[config.mk]
export PLATFORM = sky130hd
export DESIGN_NAME = run_ctrl
export DESIGN_NICKNAME = d
export VERILOG_FILES = /design/src/rtl/run_ctrl_pkg.sv /design/src/rtl/run_ctrl_byte_packer.sv /design/src/rtl/run_ctrl.sv
export SDC_FILE = /design/constraint.sdc
export NUM_CORES = 1
export LEC_CHECK = 0
export ABC_AREA = 1
export CORE_AREA = 2 2 112 92
export CTS_BUF_LIST = sky130_fd_sc_hd__clkbuf_2 sky130_fd_sc_hd__clkbuf_4 sky130_fd_sc_hd__clkbuf_8
export CTS_CLUSTER_DIAMETER = 30
export DETAILED_ROUTE_END_ITERATION = 10
export DIE_AREA = 0 0 114 94
export PLACE_DENSITY = 0.86
export SLEW_MARGIN = 20
export SYNTH_ARGS = -nofsm -noshare
export SYNTH_HDL_FRONTEND = slang
export SYNTH_SLANG_ARGS = --single-unit
[constraint.sdc]
create_clock -name CLOCK_50 -period 4.8 [get_ports CLOCK_50]
set_input_delay 0.96 -clock CLOCK_50 [delete_from_list [all_inputs] [get_ports CLOCK_50]]
set_output_delay 0.96 -clock CLOCK_50 [all_outputs]
set_load 0.05 [all_outputs]
[src/rtl/run_ctrl_pkg.sv]
// run_ctrl_pkg
//   Shared types and constants for the run_ctrl program loader.
//   - state_t   : loader/run sequencing states
//   - byte_t    : one byte of the incoming program stream
//   - word_t    : one 32-bit instruction-memory word
//   - HALT_WORD : halt instruction word, also used in the bench program image
package run_ctrl_pkg;

  typedef enum logic [2:0] {
    ST_IDLE = 3'd0,
    ST_HDR  = 3'd1,
    ST_LOAD = 3'd2,
    ST_RUN  = 3'd3,
    ST_DONE = 3'd4
  } state_t;

  typedef logic [7:0]  byte_t;
  typedef logic [31:0] word_t;

  localparam word_t HALT_WORD = 32'hFFFF_FFFF;

endpackage

[src/rtl/run_ctrl_byte_packer.sv]
// byte_packer
//   Packs an 8-bit byte stream into little-endian 32-bit words. The first
//   byte of each group of four lands in bits 7:0. word_valid pulses for one
//   cycle, the cycle after the fourth byte is taken. Gaps in in_valid simply
//   stall the assembly; the partial word is kept until clear or reset.
// Ports
//   clk, rst_n  : clock, async active-low reset
//   clear       : synchronous discard of any partial word
//   in_valid    : in_byte is consumed this cycle
//   in_byte     : stream byte
//   word        : last completed word (held until the next one completes)
//   word_valid  : one-cycle strobe, word is new
module byte_packer
  import run_ctrl_pkg::*;
(
  input  logic        clk,
  input  logic        rst_n,
  input  logic        clear,
  input  logic        in_valid,
  input  logic [7:0]  in_byte,
  output logic [31:0] word,
  output logic        word_valid
);

  logic [1:0]  byte_idx;
  logic [23:0] partial;
  word_t       word_q;

  always_ff @(posedge clk or negedge rst_n) begin
    if (!rst_n) begin
      byte_idx   <= 2'd0;
      partial    <= 24'd0;
      word_q     <= '0;
      word_valid <= 1'b0;
    end else begin
      word_valid <= 1'b0;
      if (clear) begin
        byte_idx <= 2'd0;
      end else if (in_valid) begin
        // Shift right so earlier bytes end up in the low lanes.
        if (byte_idx == 2'd3) begin
          word_q     <= {in_byte, partial};
          word_valid <= 1'b1;
        end else begin
          partial <= {in_byte, partial[23:8]};
        end
        byte_idx <= byte_idx + 2'd1;
      end
    end
  end

  assign word = word_q;

endmodule

[src/rtl/run_ctrl.sv]
// run_ctrl
//   Receives a program over a byte stream (16-bit little-endian word count,
//   then count*4 bytes), writes it to instruction memory starting at
//   START_ADDR, releases the CPU from reset and waits for its halt.
//   Optional feature macro: RUN_CTRL_CYCLE_CNT_EN enables the run-cycle
//   counter on 'cycles'; without it 'cycles' is tied to 0.
// Ports
//   CLOCK_50, RSTN_N      : clock, async active-low reset
//   rx_data/valid/ready   : program byte stream, accepted on valid&&ready
//   imem_we/addr/wdata    : instruction-memory write port
//   cpu_rstn_n            : active-low reset to the CPU
//   cpu_halt_n            : active-low halt from the CPU
//   busy, done, err       : status (err is a one-cycle pulse on a bad header)
//   cycles                : CPU run-cycle count
//
// state   | meaning
// --------+-----------------------------------------------------------
// IDLE    | waiting for word-count low byte, CPU held in reset
// HDR     | waiting for word-count high byte, header validated here
// LOAD    | packing bytes into words and writing instruction memory
// RUN     | CPU released, counting cycles until halt is seen
// DONE    | CPU halted but kept out of reset; next byte starts a reload
module run_ctrl
  import run_ctrl_pkg::*;
#(
  parameter int ADDR_W     = 8,
  parameter int START_ADDR = 4
) (
  input  logic              CLOCK_50,
  input  logic              RSTN_N,
  input  logic [7:0]        rx_data,
  input  logic              rx_valid,
  output logic              rx_ready,
  output logic              imem_we,
  output logic [ADDR_W-1:0] imem_addr,
  output logic [31:0]       imem_wdata,
  output logic              cpu_rstn_n,
  input  logic              cpu_halt_n,
  output logic              busy,
  output logic              done,
  output logic              err,
  output logic [31:0]       cycles
);

  localparam logic [31:0] MAX_WORDS = 32'((2 ** ADDR_W) - START_ADDR);

  state_t      state;
  byte_t       n_lo;
  byte_t       n_hi;
  logic [15:0] word_idx;
  logic [15:0] hdr_n;
  logic        rx_acc;
  logic        start_acc;
  logic        hdr_bad;
  logic        last_strobe;
  logic        pk_feed;
  logic        pk_clear;
  logic        pk_word_valid;
  word_t       pk_word;

  assign rx_ready  = (state != ST_RUN);
  assign rx_acc    = rx_valid && rx_ready;
  assign start_acc = rx_acc && ((state == ST_IDLE) || (state == ST_DONE));

  assign hdr_n   = {rx_data, n_lo};
  assign hdr_bad = (hdr_n == 16'd0) || (32'(hdr_n) > MAX_WORDS);

  // The strobe of the final word is the only cycle in LOAD where a byte
  // could be accepted but must not start another word.
  assign last_strobe = pk_word_valid && (word_idx == ({n_hi, n_lo} - 16'd1));
  assign pk_feed     = rx_valid && (state == ST_LOAD) && !last_strobe;
  assign pk_clear    = start_acc;

  byte_packer u_packer (
    .clk        (CLOCK_50),
    .rst_n      (RSTN_N),
    .clear      (pk_clear),
    .in_valid   (pk_feed),
    .in_byte    (rx_data),
    .word       (pk_word),
    .word_valid (pk_word_valid)
  );

  assign imem_we    = pk_word_valid;
  assign imem_wdata = pk_word;

  always_ff @(posedge CLOCK_50 or negedge RSTN_N) begin
    if (!RSTN_N) begin
      state      <= ST_IDLE;
      n_lo       <= '0;
      n_hi       <= '0;
      word_idx   <= '0;
      imem_addr  <= '0;
      cpu_rstn_n <= 1'b0;
      busy       <= 1'b0;
      done       <= 1'b0;
      err        <= 1'b0;
    end else begin
      err <= 1'b0;
      // imem_addr tracks the word being assembled, so it already holds the
      // right address during the strobe and steps right after it.
      if (pk_word_valid) begin
        imem_addr <= imem_addr + ADDR_W'(1);
        word_idx  <= word_idx + 16'd1;
      end
      case (state)
        ST_IDLE, ST_DONE: begin
          if (start_acc) begin
            n_lo       <= rx_data;
            state      <= ST_HDR;
            busy       <= 1'b1;
            done       <= 1'b0;
            cpu_rstn_n <= 1'b0;
          end
        end
        ST_HDR: begin
          if (rx_acc) begin
            if (hdr_bad) begin
              err   <= 1'b1;
              busy  <= 1'b0;
              state <= ST_IDLE;
            end else begin
              n_hi      <= rx_data;
              word_idx  <= 16'd0;
              imem_addr <= ADDR_W'(START_ADDR);
              state     <= ST_LOAD;
            end
          end
        end
        ST_LOAD: begin
          if (last_strobe) begin
            cpu_rstn_n <= 1'b1;
            state      <= ST_RUN;
          end
        end
        ST_RUN: begin
          if (!cpu_halt_n) begin
            busy  <= 1'b0;
            done  <= 1'b1;
            state <= ST_DONE;
          end
        end
        default: begin
          cpu_rstn_n <= 1'b0;
          busy       <= 1'b0;
          done       <= 1'b0;
          state      <= ST_IDLE;
        end
      endcase
    end
  end

`ifdef RUN_CTRL_CYCLE_CNT_EN
  logic [31:0] cycle_cnt;

  // Counts every RUN cycle including the one where halt is sampled; wraps
  // naturally and holds through DONE until a new program starts.
  always_ff @(posedge CLOCK_50 or negedge RSTN_N) begin
    if (!RSTN_N) begin
      cycle_cnt <= 32'd0;
    end else if (start_acc) begin
      cycle_cnt <= 32'd0;
    end else if (state == ST_RUN) begin
      cycle_cnt <= cycle_cnt + 32'd1;
    end
  end

  assign cycles = cycle_cnt;
`else
  assign cycles = 32'd0;
`endif

endmodule

# ---- Word level (Yosys, flattened, before mapping)
# Cells that the tools add are included.
dict set report totals {
  wordCells 90
  out_inout_bits 78
  register_bits 106
}
dict set report op_classes {
  order_cmp 1
  n_bitwise 6
  reduce_logical 22
  addsub 4
  n_eq_ne 12
  muxes 32
}
# cell n
set ops {}
lappend ops {{$mux W16} 4}
lappend ops {{$mux W8} 4}
lappend ops {{$add A16 B1 Y16 const B} 1}
lappend ops {{$eq A16 B16 Y1} 1}
lappend ops {{$gt A16 B8 Y1 const B} 1}
lappend ops {{$logic_not A16 Y1} 1}
lappend ops {{$sub A16 B1 Y16 const B} 1}
lappend ops {{$reduce_and A3 Y1} 5}
lappend ops {{$mux W1} 13}
lappend ops {{$mux W3} 4}
lappend ops {{$pmux W3 S4} 1}
lappend ops {{$ne A2 B2 Y1 const B} 5}
lappend ops {{$add A8 B1 Y8 const B} 1}
lappend ops {{$eq A3 B2 Y1 const B} 2}
lappend ops {{$mux W2} 3}
lappend ops {{$not A1 Y1} 6}
lappend ops {{$pmux W1 S3} 2}
lappend ops {{$reduce_or A2 Y1} 3}
lappend ops {{$logic_and A1 B1 Y1} 5}
lappend ops {{$reduce_and A5 Y1} 1}
lappend ops {{$pmux W1 S4} 1}
lappend ops {{$reduce_and A4 Y1} 1}
lappend ops {{$eq A3 B1 Y1 const B} 1}
lappend ops {{$eq A3 B3 Y1 const B} 1}
lappend ops {{8 further kinds} 9}

# ---- Logic depth before layout (Yosys ltp)
dict set report depth {
  word_depth 7
  depth_mapped 16
  ltp_nobuf 16
}

# ---- By module
# Synthesis repeated with hierarchy kept, for this count alone.
dict set report unflattened {
  cells_unflattened 680
  area_unflattened_um2 5454.0
}
# mod area_per_inst_um2 n_inst cells_each seq_area_each_um2
set by_module_without_submodules {}
lappend by_module_without_submodules {run_ctrl 3027.9 1 418 1176.1}
lappend by_module_without_submodules {byte_packer 2426.1 1 262 1476.4}

# ---- Least setup slack after synthesis
# No wires, ideal clock.
dict set report synth_timing {
  path_kind {in2reg}
  startpoint {input rx_data[7]}
  endpoint {register imem_addr[3]}
  stages 8
  slack_ns 2.651
  arrival_ns 2.019
  t_required_ns 4.669
  path_cell_list {inv_1 > nand4_1 > nor2_1 > nand3_1 > nor3_1 > buf_2 > buf_1 > nor2_1}
}
dict set report synth_via {
  elab_chain_cells 5
  elab_cells_between_ends 6
  cone_classes {1 x order compare; 3 x mux; 2 x reduce/logical}
}
# item line_no
set synth_rtl {}
lappend synth_rtl {{from (decl)} run_ctrl.sv:31} ;# input logic [7:0] rx_data,
lappend synth_rtl {{$gt A16 B8 Y1 / $logic_not A16 Y1 (equally long branches)} run_ctrl.sv:66} ;# assign hdr_bad = (hdr_n == 16'd0) || (32'(hdr_n) > MAX_WORDS);
lappend synth_rtl {{$logic_or A1 B1 Y1 *} run_ctrl.sv:66}
lappend synth_rtl {{$mux W8 *} run_ctrl.sv:118} ;# if (hdr_bad) begin
lappend synth_rtl {{$mux W8 *} run_ctrl.sv:117} ;# if (rx_acc) begin
lappend synth_rtl {{$mux W8 *} run_ctrl.sv:106} ;# case (state)
lappend synth_rtl {{to (signal assigned)} run_ctrl.sv:103} ;# imem_addr <= imem_addr + ADDR_W'(1);
lappend synth_rtl {{to (signal assigned)} run_ctrl.sv:125} ;# imem_addr <= ADDR_W'(START_ADDR);
lappend synth_rtl {{to (decl)} run_ctrl.sv:35} ;# output logic [ADDR_W-1:0] imem_addr,
# Every way passes the cells marked *; elsewhere a longest branch is shown, timed or not.
# A chain may end at the register's enable or synchronous reset.

# ---- Worst setup path after layout
dict set report layout_timing {
  startpoint {register n_lo[0]}
  endpoint {register u_packer.word_q[30], in the netlist u_packer.word[30]}
}
dict set report layout_via {
  elab_chain_cells 6
}
# item line_no
set layout_rtl {}
lappend layout_rtl {{from (decl)} run_ctrl.sv:48} ;# byte_t n_lo;
lappend layout_rtl {{from (signal assigned)} run_ctrl.sv:109} ;# n_lo <= rx_data;
lappend layout_rtl {{$sub A16 B1 Y16} run_ctrl.sv:70} ;# assign last_strobe = pk_word_valid && (word_idx == ({n_hi, n_lo} - 16'd1));
lappend layout_rtl {{$eq A16 B16 Y1} run_ctrl.sv:70}
lappend layout_rtl {{$logic_and A1 B1 Y1} run_ctrl.sv:70}
lappend layout_rtl {{$logic_not A1 Y1} run_ctrl.sv:71} ;# assign pk_feed = rx_valid && (state == ST_LOAD) && !last_strobe;
lappend layout_rtl {{$logic_and A1 B1 Y1} run_ctrl.sv:71}
lappend layout_rtl {{$reduce_and A3 Y1 (no source line)} n/a}
lappend layout_rtl {{to (signal assigned)} run_ctrl_byte_packer.sv:42} ;# word_q <= {in_byte, partial};
lappend layout_rtl {{to (decl)} run_ctrl_byte_packer.sv:27} ;# word_t word_q;
# No other way between the ends.

==> out/results.md <==
| Result | Reported |
| --- | --- |
| Number of clock sinks | 106 |
| CP endpoint kind | flip-flop |
| Area growth from synthesis to layout | 11.84% |
| Bufs on Longest Clock Path | 2 |
| Max-Cap Viols | 0 |
| YS warnings | 0 |
| Cell Chain, Critical Path | inv_1 > ha_1 > nand2_1 > nor2_2 > nand2_1 > nand2_1 > nand2_1 > nand3_1 > nor2_2 > nand4_2 > buf_4 > nand3_2 > nand2_1 > nand2_1 |
| Data required time of the worst path | 5.06 ns |
| Crit path buf inv count | 2 |
| Count of vias placed by the detailed router | 4,719 |
| Max Clock Skew | 0.01280 ns |
| IO buf count | 57 |
| Setup Total Neg Slack | 0 ns |
| Setup-failing EPs final | 0 |
| Highest Clock Rate | 313.1 MHz |
| Final routed wirelength across all metal layers | 12.10 mm |
| Antenna diode count | 0 |
| Critical path data arrival time | 3.45 ns |
| Final cycle utilization of the critical path | 66.53% |
| Worst path max stage delay | 0.62 ns |
| Unrepaired setup endpoints after global routing | no |
| Share of async-settable or async-resettable flops after synthesis | 100.0% |
| Crit path time final | 3.194 ns |
| Mean instance size in the synthesized netlist | 7.905 µm² |
| Worst slew margin relative to its limit | 42.47% |
| Number of top-level pins | 90 |
| Biggest fanout along the worst timing path | 59 |
| Number of vias per cell | 5.412 |
| Via count of the first global-routing pass | 4,239 |
| Cell family contributing the most delay on the critical path | simple AND/OR/NAND/NOR gates |
| Num CTS Buffers | 9 |
| Number of nets in the final layout | 766 |
| Global-route wire length before repair | 19.93 mm |
| Count of unique library cells instantiated by Yosys | 35 |
| Clk Tree Root Cell | sky130_fd_sc_hd__clkbuf_8 |
| Number of gates resized after CTS | 0 |
| TritonCTS clock tree | yes |
| Initial Util | 58.90% |
| Most prevalent standard cell on the critical path | sky130_fd_sc_hd__nand2_1 |
| Filler cell count | 749 |
| Die Span Y | 94 µm |
| Clock insertion delay at the later pin of the skew report | 0.37 ns |
| Worst Hold Slack | 0.4754 ns |
| Non-filler instance count after layout | 872 |
| Fraction of final layout cells sized beyond drive strength 1 | 5.578% |
| Cell type of the slowest stage on the worst timing path | sky130_fd_sc_hd__nand3_2 |
| Sequential cell area | 2653 µm² |
| DRC marker count from the first detailed-route iteration | 341 |
| Result of the run | finished clean |
| Ys flop type | sky130_fd_sc_hd__dfrtp_1 |
| EDFF count, synth | 0 |
| Detailed placer's ending HPWL | 8.687 mm |
| Peak supply drop | 0.2505 mV |
| Core ar. | 9529 µm² |
| Final hold viol count | 0 |
| Critical path startpoint category | flip-flop |
| Synth Cell Area | 5613 µm² |
| Hold crit path type | flip-flop to flip-flop |
| Length of the first detailed-routing pass in iterations | 6 |
| Remaining DRCs | 0 |
| Gate count after technology mapping | 710 |
| Share of the yosys chip area belonging to registers | 47.26% |
| # placed instances | 858 |
| Number of max-slew violations in the final report | 0 |
| #FFs+latches synth | 106 |
| Clock-pin slew reported for the worst setup and hold paths after clock tree synthesis | 0.10 ns |
| Chip width | 114 µm |
| H-tree levels | 3 |
| Routability congestion estimate from global placement | 0.8999 |
| Grt ovf | 0 |
| Post-CTS setup buffers | 0 |
| CP Class | flip-flop to flip-flop |
| Worst slew pin tran | 0.8630 ns |
| Overall routing resource usage | 23.28% |
| Detailed-route wire length per cell | 13.88 µm |
| Multi-input combinational cell area | 2434 µm² |
| Number of antenna violations at the first check in global routing | 0 |
| Die area | 10,720 µm² |
| PwrDens | 358.0 nW/µm² |
| Hold buffer count at CTS | 0 |
| Count of antenna-violating nets left after detailed routing | 0 |
| Maximum number of pins on one net before global-route repair | 70 |
| Cell row count | 32 |
| Total leakage power | 3.263 nW |
==> worst reg2reg max path, cell delays in order, from the launching register on <==
cell and delay (ns):
sky130_fd_sc_hd__dfrtp_1 0.43, sky130_fd_sc_hd__inv_1 0.12, sky130_fd_sc_hd__ha_1 0.25, sky130_fd_sc_hd__nand2_1 0.14, sky130_fd_sc_hd__nor2_2 0.23, sky130_fd_sc_hd__nand2_1 0.11, sky130_fd_sc_hd__nand2_1 0.09, sky130_fd_sc_hd__nand2_1 0.07
sky130_fd_sc_hd__nand3_1 0.11, sky130_fd_sc_hd__nor2_2 0.05, sky130_fd_sc_hd__nand4_2 0.05, sky130_fd_sc_hd__buf_4 0.47, sky130_fd_sc_hd__nand3_2 0.63, sky130_fd_sc_hd__nand2_1 0.26, sky130_fd_sc_hd__nand2_1 0.08
==> logic make-up after synthesis <==
kind of cell / share of synthesized area [%]
AND/OR/NAND/NOR: 33.70
AO/OA/AOI/OAI: 2.341
other: 0.06681
flip-flops: 47.26
XOR/XNOR: 4.057
adder cells (fa/ha/maj): 0.8917
buffers and inverters: 11.68
==> final timing paths <==
kind,from,to,slack (ns),depth (start not counted)
hold reg to reg,cpu_rstn_n,cpu_rstn_n,0.48,2
setup reg to reg,n_lo[0],u_packer.word[30],1.61,14
setup / recovery,n_lo[0],u_packer.word[30],1.61,14
max in group asynchronous,RSTN_N,word_idx[12],3.11,2
min in group asynchronous,RSTN_N,imem_addr[2],0.68,1
hold / removal,cpu_rstn_n,cpu_rstn_n,0.48,2
==> final cells by class <==
type,count,area share (%)
Inverter,61,3.648
Clock inverter,4,1.216
Timing Repair Buffer,62,9.647
Clock buffer,10,2.093
Tap cell,119,2.372
Sequential cell,106,42.26
Multi-Input combinational cell,510,38.77
==> cell usage in the layout, fill, tap and decap left out, drive strengths merged <==
| cell type | n |
|---|---|
| nor3b | 1 |
| nor2 | 63 |
| nand4 | 65 |
| and2 | 1 |
| xor2 | 17 |
| o22ai | 1 |
| o21ai | 12 |
| bufinv | 2 |
| nand3 | 33 |
| a21oi | 10 |
| a211oi | 1 |
| clkdlybuf4s50 | 56 |
| clkbuf | 10 |
| clkinvlp | 1 |
| and3 | 2 |
| inv | 62 |
| nor3 | 10 |
| buf | 6 |
| conb | 32 |
| or2 | 3 |
| nand3b | 4 |
| xnor2 | 9 |
| nand2 | 241 |
| a22oi | 1 |
| dfrtp | 106 |
| ha | 4 |
==> per-layer routing <==
metal | GRT usage [%] | up-vias | wire length [µm]
met5 | 0 | - | 0
met4 | 5.183 | 0 | 54
met3 | 4.258 | 4 | 890
met2 | 36.46 | 199 | 5465
met1 | 34.03 | 2233 | 5690
li1 | - | 2283 | -
==> state kept, by name, indices dropped and copies added, names as in the netlist <==
signal               flops
busy                     1
cpu_rstn_n               1
done                     1
err                      1
imem_addr                8
n_hi                     8
n_lo                     8
state                    3
u_packer.byte_idx        2
u_packer.partial        24
u_packer.word           32
u_packer.word_valid      1
word_idx                16
==> power breakdown <==
group	total, mW	switching, mW	internal [mW]
logic	0.593	0.413	0.180
clock network	0.592	0.296	0.296
registers	1.06	0.0976	0.964
total	2.25	0.806	1.44
==> metrics by stage <==
stage | setup WS [ns] | area (µm²) | utilization [%] | total power [mW]
floorplan | 2.651 | 5729 | - | 1.531
global placement | 1.649 | 6067 | 63.67 | 1.629
detailed placement | 1.629 | 6067 | 63.67 | 1.660
CTS | 1.618 | 6275 | 65.85 | 2.249
global route | 1.210 | 6277 | 65.87 | 2.372
finish | 1.606 | 6277 | 65.87 | 2.247
==> cell usage after synthesis (all sizes together), types with 3 or more instances <==
cell type | number | area share (%)
nand3b | 4 | 0.54
nand4 | 65 | 7.4
buf | 53 | 6.9
inv | 61 | 4.1
ha | 4 | 0.89
nor2 | 63 | 4.6
or2 | 3 | 0.33
xnor2 | 9 | 1.4
nand2 | 241 | 16
o21ai | 12 | 1.1
dfrtp | 106 | 47
clkbuf | 11 | 0.74
a21oi | 10 | 0.89
xor2 | 17 | 2.7
nor3 | 10 | 1.1
nand3 | 33 | 3.1
No activity file was read; power rests on OpenSTA's default activity.
